<file path="config.mk">
export PLATFORM = sky130hd
export DESIGN_NAME = timingskew_ramp_ctrl
export DESIGN_NICKNAME = d
export VERILOG_FILES = /design/src/rtl/timingskew_ramp_ctrl.sv
export SDC_FILE = /design/constraint.sdc
export NUM_CORES = 1
export LEC_CHECK = 0
export BUFFER_PORTS_ARGS = -buffer_cell sky130_fd_sc_hd__buf_2
export CAP_MARGIN = 0
export CELL_PAD_IN_SITES_DETAIL_PLACEMENT = 2
export CELL_PAD_IN_SITES_GLOBAL_PLACEMENT = 2
export CORE_MARGIN = 4
export CORE_UTILIZATION = 34
export DETAILED_ROUTE_END_ITERATION = 10
export GPL_TIMING_DRIVEN = 0
export HOLD_SLACK_MARGIN = 0.05
export PLACE_DENSITY = 0.84
export SKIP_CTS_REPAIR_TIMING = 1
export SYNTH_ARGS = -nofsm -noshare
export SYNTH_HDL_FRONTEND = slang
export SYNTH_SLANG_ARGS = --single-unit
</file>
<file path="constraint.sdc">
create_clock -name CELCLK -period 5.3 [get_ports CELCLK]
set_clock_uncertainty 0.1 [all_clocks]
set_input_delay 1.59 -clock CELCLK [delete_from_list [all_inputs] [get_ports CELCLK]]
set_output_delay 1.59 -clock CELCLK [all_outputs]
set_load 0.01 [all_outputs]
</file>
<file path="src/rtl/timingskew_ramp_ctrl.sv">
// timingskew_ramp_ctrl
// Multi-channel sequencer for the rise/fall timing-skew delay stones. Each
// channel holds a current code (driven on s) and a target code. Ramp writes
// move the current code one LSB per shared step tick. Direct writes load the
// code at once. The supply/substrate pins pass through with no logic use.
module timingskew_ramp_ctrl #(
  parameter int BITS        = 2,
  parameter int CHANNELS    = 4,
  parameter int STEP_CYCLES = 8,
  parameter int POR_CODE    = 0,
  parameter bit RETARGET    = 1'b1,
  localparam int CHW        = (CHANNELS > 1) ? $clog2(CHANNELS) : 1,
  localparam int TW         = $clog2(STEP_CYCLES)
) (
  input  logic                     CELCLK,
  input  logic                     CELRSTB,
  input  logic                     CELV,
  input  logic                     CELG,
  input  logic                     CELSUB,
  input  logic                     wr_valid,
  output logic                     wr_ready,
  input  logic [CHW-1:0]           wr_ch,
  input  logic [BITS-1:0]          wr_code,
  input  logic                     wr_direct,
  input  logic                     hold,
  output logic [CHANNELS*BITS-1:0] s,
  output logic [CHANNELS-1:0]      busy,
  output logic [CHANNELS-1:0]      settled,
  output logic                     wr_err
);

  localparam logic [BITS-1:0] POR_VAL  = BITS'(POR_CODE);
  localparam logic [TW-1:0]   TMR_LAST = TW'(STEP_CYCLES - 1);

  // state registers
  logic [BITS-1:0]     r_cur [CHANNELS];
  logic [BITS-1:0]     r_tgt [CHANNELS];
  logic [TW-1:0]       r_tmr;
  logic [CHANNELS-1:0] r_settled;
  logic                r_wr_err;

  // combinational next-state
  logic [BITS-1:0]     w_cur_nxt [CHANNELS];
  logic [BITS-1:0]     w_tgt_nxt [CHANNELS];
  logic [BITS-1:0]     w_step    [CHANNELS];
  logic [CHANNELS-1:0] w_land;
  logic [CHANNELS-1:0] w_settled_nxt;
  logic [CHANNELS-1:0] w_busy;
  logic [TW-1:0]       w_tmr_nxt;
  logic                w_wr_err_nxt;
  logic                w_busy_sel;
  logic                w_ch_oob;
  logic                w_ready;
  logic                w_accept;
  logic                w_any_busy;
  logic                w_tick;

  // Supply/substrate pins are electrical pass-throughs only.
  logic w_unused_pins;
  assign w_unused_pins = &{1'b0, CELV, CELG, CELSUB};

  // An index beyond the last channel can only occur when CHANNELS is not a power of two.
  generate
    if (CHANNELS == (1 << CHW)) begin : g_oob_none
      assign w_ch_oob = 1'b0;
    end else begin : g_oob_cmp
      assign w_ch_oob = (wr_ch >= CHW'(CHANNELS));
    end
  endgenerate

  // Fan the current codes out onto the flat s bus and derive per-channel busy.
  generate
    for (genvar g = 0; g < CHANNELS; g++) begin : g_chan_out
      assign s[g*BITS +: BITS] = r_cur[g];
      assign w_busy[g]         = (r_cur[g] != r_tgt[g]);
    end
  endgenerate

  // Pick out the busy flag of the addressed channel for write flow control.
  always_comb begin
    w_busy_sel = 1'b0;
    for (int k = 0; k < CHANNELS; k++) begin
      if (wr_ch == CHW'(k)) begin
        w_busy_sel = w_busy[k];
      end else begin
        w_busy_sel = w_busy_sel;
      end
    end
  end

  // Write accept: closed in reset, otherwise open unless a blocked retarget is pending.
  always_comb begin
    if (!CELRSTB) begin
      w_ready = 1'b0;
    end else if (RETARGET || w_ch_oob) begin
      w_ready = 1'b1;
    end else begin
      w_ready = ~w_busy_sel;
    end
  end

  // Shared step timer and per-channel ramp/write next-state.
  always_comb begin
    w_accept     = wr_valid & w_ready;
    w_any_busy   = |w_busy;
    w_tick       = w_any_busy & ~hold & (r_tmr == TMR_LAST);
    w_wr_err_nxt = w_accept & w_ch_oob;

    if (!w_any_busy) begin
      w_tmr_nxt = '0;
    end else if (hold) begin
      w_tmr_nxt = r_tmr;
    end else if (w_tick) begin
      w_tmr_nxt = '0;
    end else begin
      w_tmr_nxt = r_tmr + TW'(1);
    end

    for (int k = 0; k < CHANNELS; k++) begin
      // One LSB toward the pre-edge target; a non-busy channel never moves.
      if (w_tick && w_busy[k]) begin
        if (r_cur[k] < r_tgt[k]) begin
          w_step[k] = r_cur[k] + BITS'(1);
        end else begin
          w_step[k] = r_cur[k] - BITS'(1);
        end
      end else begin
        w_step[k] = r_cur[k];
      end
      w_land[k] = w_tick & w_busy[k] & (w_step[k] == r_tgt[k]);

      // A write to this channel takes the new target and suppresses any landing pulse.
      if (w_accept && !w_ch_oob && (wr_ch == CHW'(k))) begin
        w_tgt_nxt[k]     = wr_code;
        w_settled_nxt[k] = 1'b0;
        if (wr_direct) begin
          w_cur_nxt[k] = wr_code;
        end else begin
          w_cur_nxt[k] = w_step[k];
        end
      end else begin
        w_tgt_nxt[k]     = r_tgt[k];
        w_cur_nxt[k]     = w_step[k];
        w_settled_nxt[k] = w_land[k];
      end
    end
  end

  // State update with synchronous active-low reset.
  always_ff @(posedge CELCLK) begin
    if (!CELRSTB) begin
      for (int k = 0; k < CHANNELS; k++) begin
        r_cur[k] <= POR_VAL;
        r_tgt[k] <= POR_VAL;
      end
      r_tmr     <= '0;
      r_settled <= '0;
      r_wr_err  <= 1'b0;
    end else begin
      for (int k = 0; k < CHANNELS; k++) begin
        r_cur[k] <= w_cur_nxt[k];
        r_tgt[k] <= w_tgt_nxt[k];
      end
      r_tmr     <= w_tmr_nxt;
      r_settled <= w_settled_nxt;
      r_wr_err  <= w_wr_err_nxt;
    end
  end

  assign wr_ready = w_ready;
  assign busy     = w_busy;
  assign settled  = r_settled;
  assign wr_err   = r_wr_err;

endmodule

</file>
==> metrics.txt <==
Syn Nets=181; worst r2r path cells=5; Clock Sinks=23; H-tree levels=1; CP delay by family, top=buffers and inverters; Flop pwr share=52.5%; first-pass GRT wire length=6.79 mm; crit path time final=~3700 ps; Mean Syn Cell Area=around 9 um2; most area-consuming cells after synthesis=dfxtp_1 (33%), ha_1 (8.9%), nand2_1 (7.5%); initial antenna violation count=0; Max-Cap Viols=0; Top cell by count, worst path=buf_2; Tightest Hold Check Type=reg -> reg; Crit Path Max Fanout=5; leading area contributor after synthesis=dfxtp_1; core area=between 0.004 and 0.005 mm2; Layout Nets=210; Num CTS Buffers=3; worst-path cell chain=buf_2 -> buf_4 -> buf_2; Worst path depth=3; final instance area=~0.0016 mm2; CTS tree=built; total wire length=~4.0 mm; CP arrival=2000 ps; all-layer global routing usage=between 10% and 20%; Sw Ratio=between 20% and 30%; drt first pass iters=4; Post-Syn Instances=roughly 160; most common cell after layout, fill and taps aside=nand2_1; number of synthesized register bits=23; width of the die=~72 um; synth-to-layout area growth=16.2%; Vias/cell=5.12; post-synthesis sequential area ratio=32.7%; total grt overflow=0; setup_tns=0 ps; RSZ-0062 raised after global routing=false; row cnt=23; Final Max Tran Viols=0; P_int=between 0.2 and 0.25 mW; vias in the first global route=about 1,300; Worst VDD drop=approximately 0.10 mV; PortBufs=24; dpl cell area=0.00159 mm2; Core Util, Final=41.0%; Yosys warning count=0; power per cell area=209 mW/mm2; GP Congestion=0.823; Final Hold Fails=0; DRC violations left=0; CP Buf/Inv Count=3; Initial Utilization=a little over a third; Min Hold Slack=about 360 ps; Power Total=between 0.3 and 0.4 mW; CP endpoint kind=primary output; Synth top area share=around 33%; Comb pwr share=roughly 14%; largest net degree at the start of global routing=14; Worst Setup Start Kind=input port; NetSw=roughly 0.095 mW; Setup Viol. Count Final=0; CP max-delay cell=buf_2; filler instances=approximately 460; CTS root buffer=clkbuf_8; post-DP HPWL=3.17 mm; Clock Power Share=about 33%; Skew-Pair Late Insertion Delay=roughly 280 ps; worst hold path cell count=2; final worst-path cycle share=between 60% and 70%; worst-margin pin slew=roughly 610 ps; Die ar.=0.00524 mm2; critical path's largest stage delay=140 ps; WL/cell=17.0 um; ANT nets after route=0; maximum root-to-sink buffer count=2; Max transition margin=59.1%; I/O Pins=30; layout cell share with drive strength beyond 1=roughly a quarter; Leakage=0.736 nW; Die Y=between 70 and 80 um; Synth cell types=36; clock slew seen by the registers of the worst setup and hold paths=around 80 ps; n_diodes=0; via count=between 1,000 and 1,500; CP required=3610 ps; Worst Setup Path Type=in -> out; status=finished clean; FMAX=between 0.2 and 0.3 GHz; Iter 0 DRT Violations=43; Synth Cell Area=0.00141 mm2; commonest non-fill, non-tap cells in the layout=nand2_1 (28), buf_2 (26), dfxtp_1 (23)
==> sequential cells by signal, indices dropped and copies added (netlist names) <==
signal   flops
r_cur        8
r_tgt        8
r_tmr        3
settled      4
==> layout make-up <==
type	count	area, um2	share of cell area [%]
Timing Repair Buffer	24	120	7.33
Buffer	6	40.0	2.44
Inverter	9	33.8	2.06
Clock inverter	1	5.00	0.305
Tap cell	50	62.6	3.82
Clock buffer	3	41.3	2.52
Sequential cell	23	460	28.1
Multi-Input combinational cell	121	876	53.4
==> kinds of logic (layout without fill, tap and decap cells) <==
| family | count (synthesis) | count (layout) | synth area share [%] |
|---|---|---|---|
| DFF | 23 | 23 | 32.7 |
| xor gates and xnor gates | 12 | 12 | 7.99 |
| muxes | 9 | 9 | 6.74 |
| AOI/OAI and AO/OA | 23 | 23 | 10.4 |
| adders and majority gates | 10 | 10 | 8.87 |
| other | 1 | 1 | 0.266 |
| buffers and inverters | 15 | 43 | 5.23 |
| and+or+nand+nor | 66 | 66 | 27.9 |
==> worst register-to-register path, stage by stage, from the launching register on <==
cell     delay, ps
dfxtp_1        410
inv_1          110
ha_1           300
nand2_1        160
o41ai_1        660
nor2_1         130
==> worst paths after layout <==
check	slack, ps	startpoint	end
min reg2reg	360	r_tgt[2][1]	settled[2]
max reg2reg	3300	r_cur[0][0]	r_tmr[1]
min	360	r_tgt[2][1]	settled[2]
max	1610	CELRSTB	wr_ready
==> power by group through the flow <==
stage	sequential, mW	clock, mW	combinational (mW)
2_1_floorplan	0.183	0	0.0289
3_3_place_gp	0.183	0	0.0452
3_5_place_dp	0.184	0	0.0486
4_1_cts	0.180	0.118	0.0494
5_1_grt	0.180	0.127	0.0543
6_report	0.180	0.114	0.0490
==> metrics by stage <==
stage,instances,setup WS [ps]
3_3_place_gp,233,1630
2_1_floorplan,159,1900
6_report,237,1610
5_1_grt,237,1600
3_5_place_dp,233,1620
4_1_cts,237,1610
==> Yosys cell counts <==
cell	count
buf_4	2
nor3_1	3
dfxtp_1	23
or3_1	4
inv_2	1
nand2_4	1
o21ai_0	8
a21oi_1	6
nand2_1	28
nor2_1	5
o211a_1	4
o21ai_1	1
o41ai_1	1
xor2_1	4
nor2b_2	1
nand3_1	1
clkbuf_1	1
xor2_2	1
nor2b_4	1
inv_1	8
nor2b_1	8
nand4_1	5
buf_2	2
nor4b_2	3
ha_1	10
and2_1	1
xnor2_1	7
nor2_2	2
mux2i_1	8
mux2_4	1
buf_6	1
a21boi_0	2
nand4_2	1
a22oi_1	1
conb_1	1
nor3_4	2
==> layer usage <==
metal  part of all wire [%]  GRT usage, %  vias up
met4                    1.1          4.92        0
met2                     55          32.5       16
li1                       -             -      600
met1                     42          18.7      593
met5                      0             0        -
met3                    2.4          2.77        5
Power figures use the tool's default switching activity.
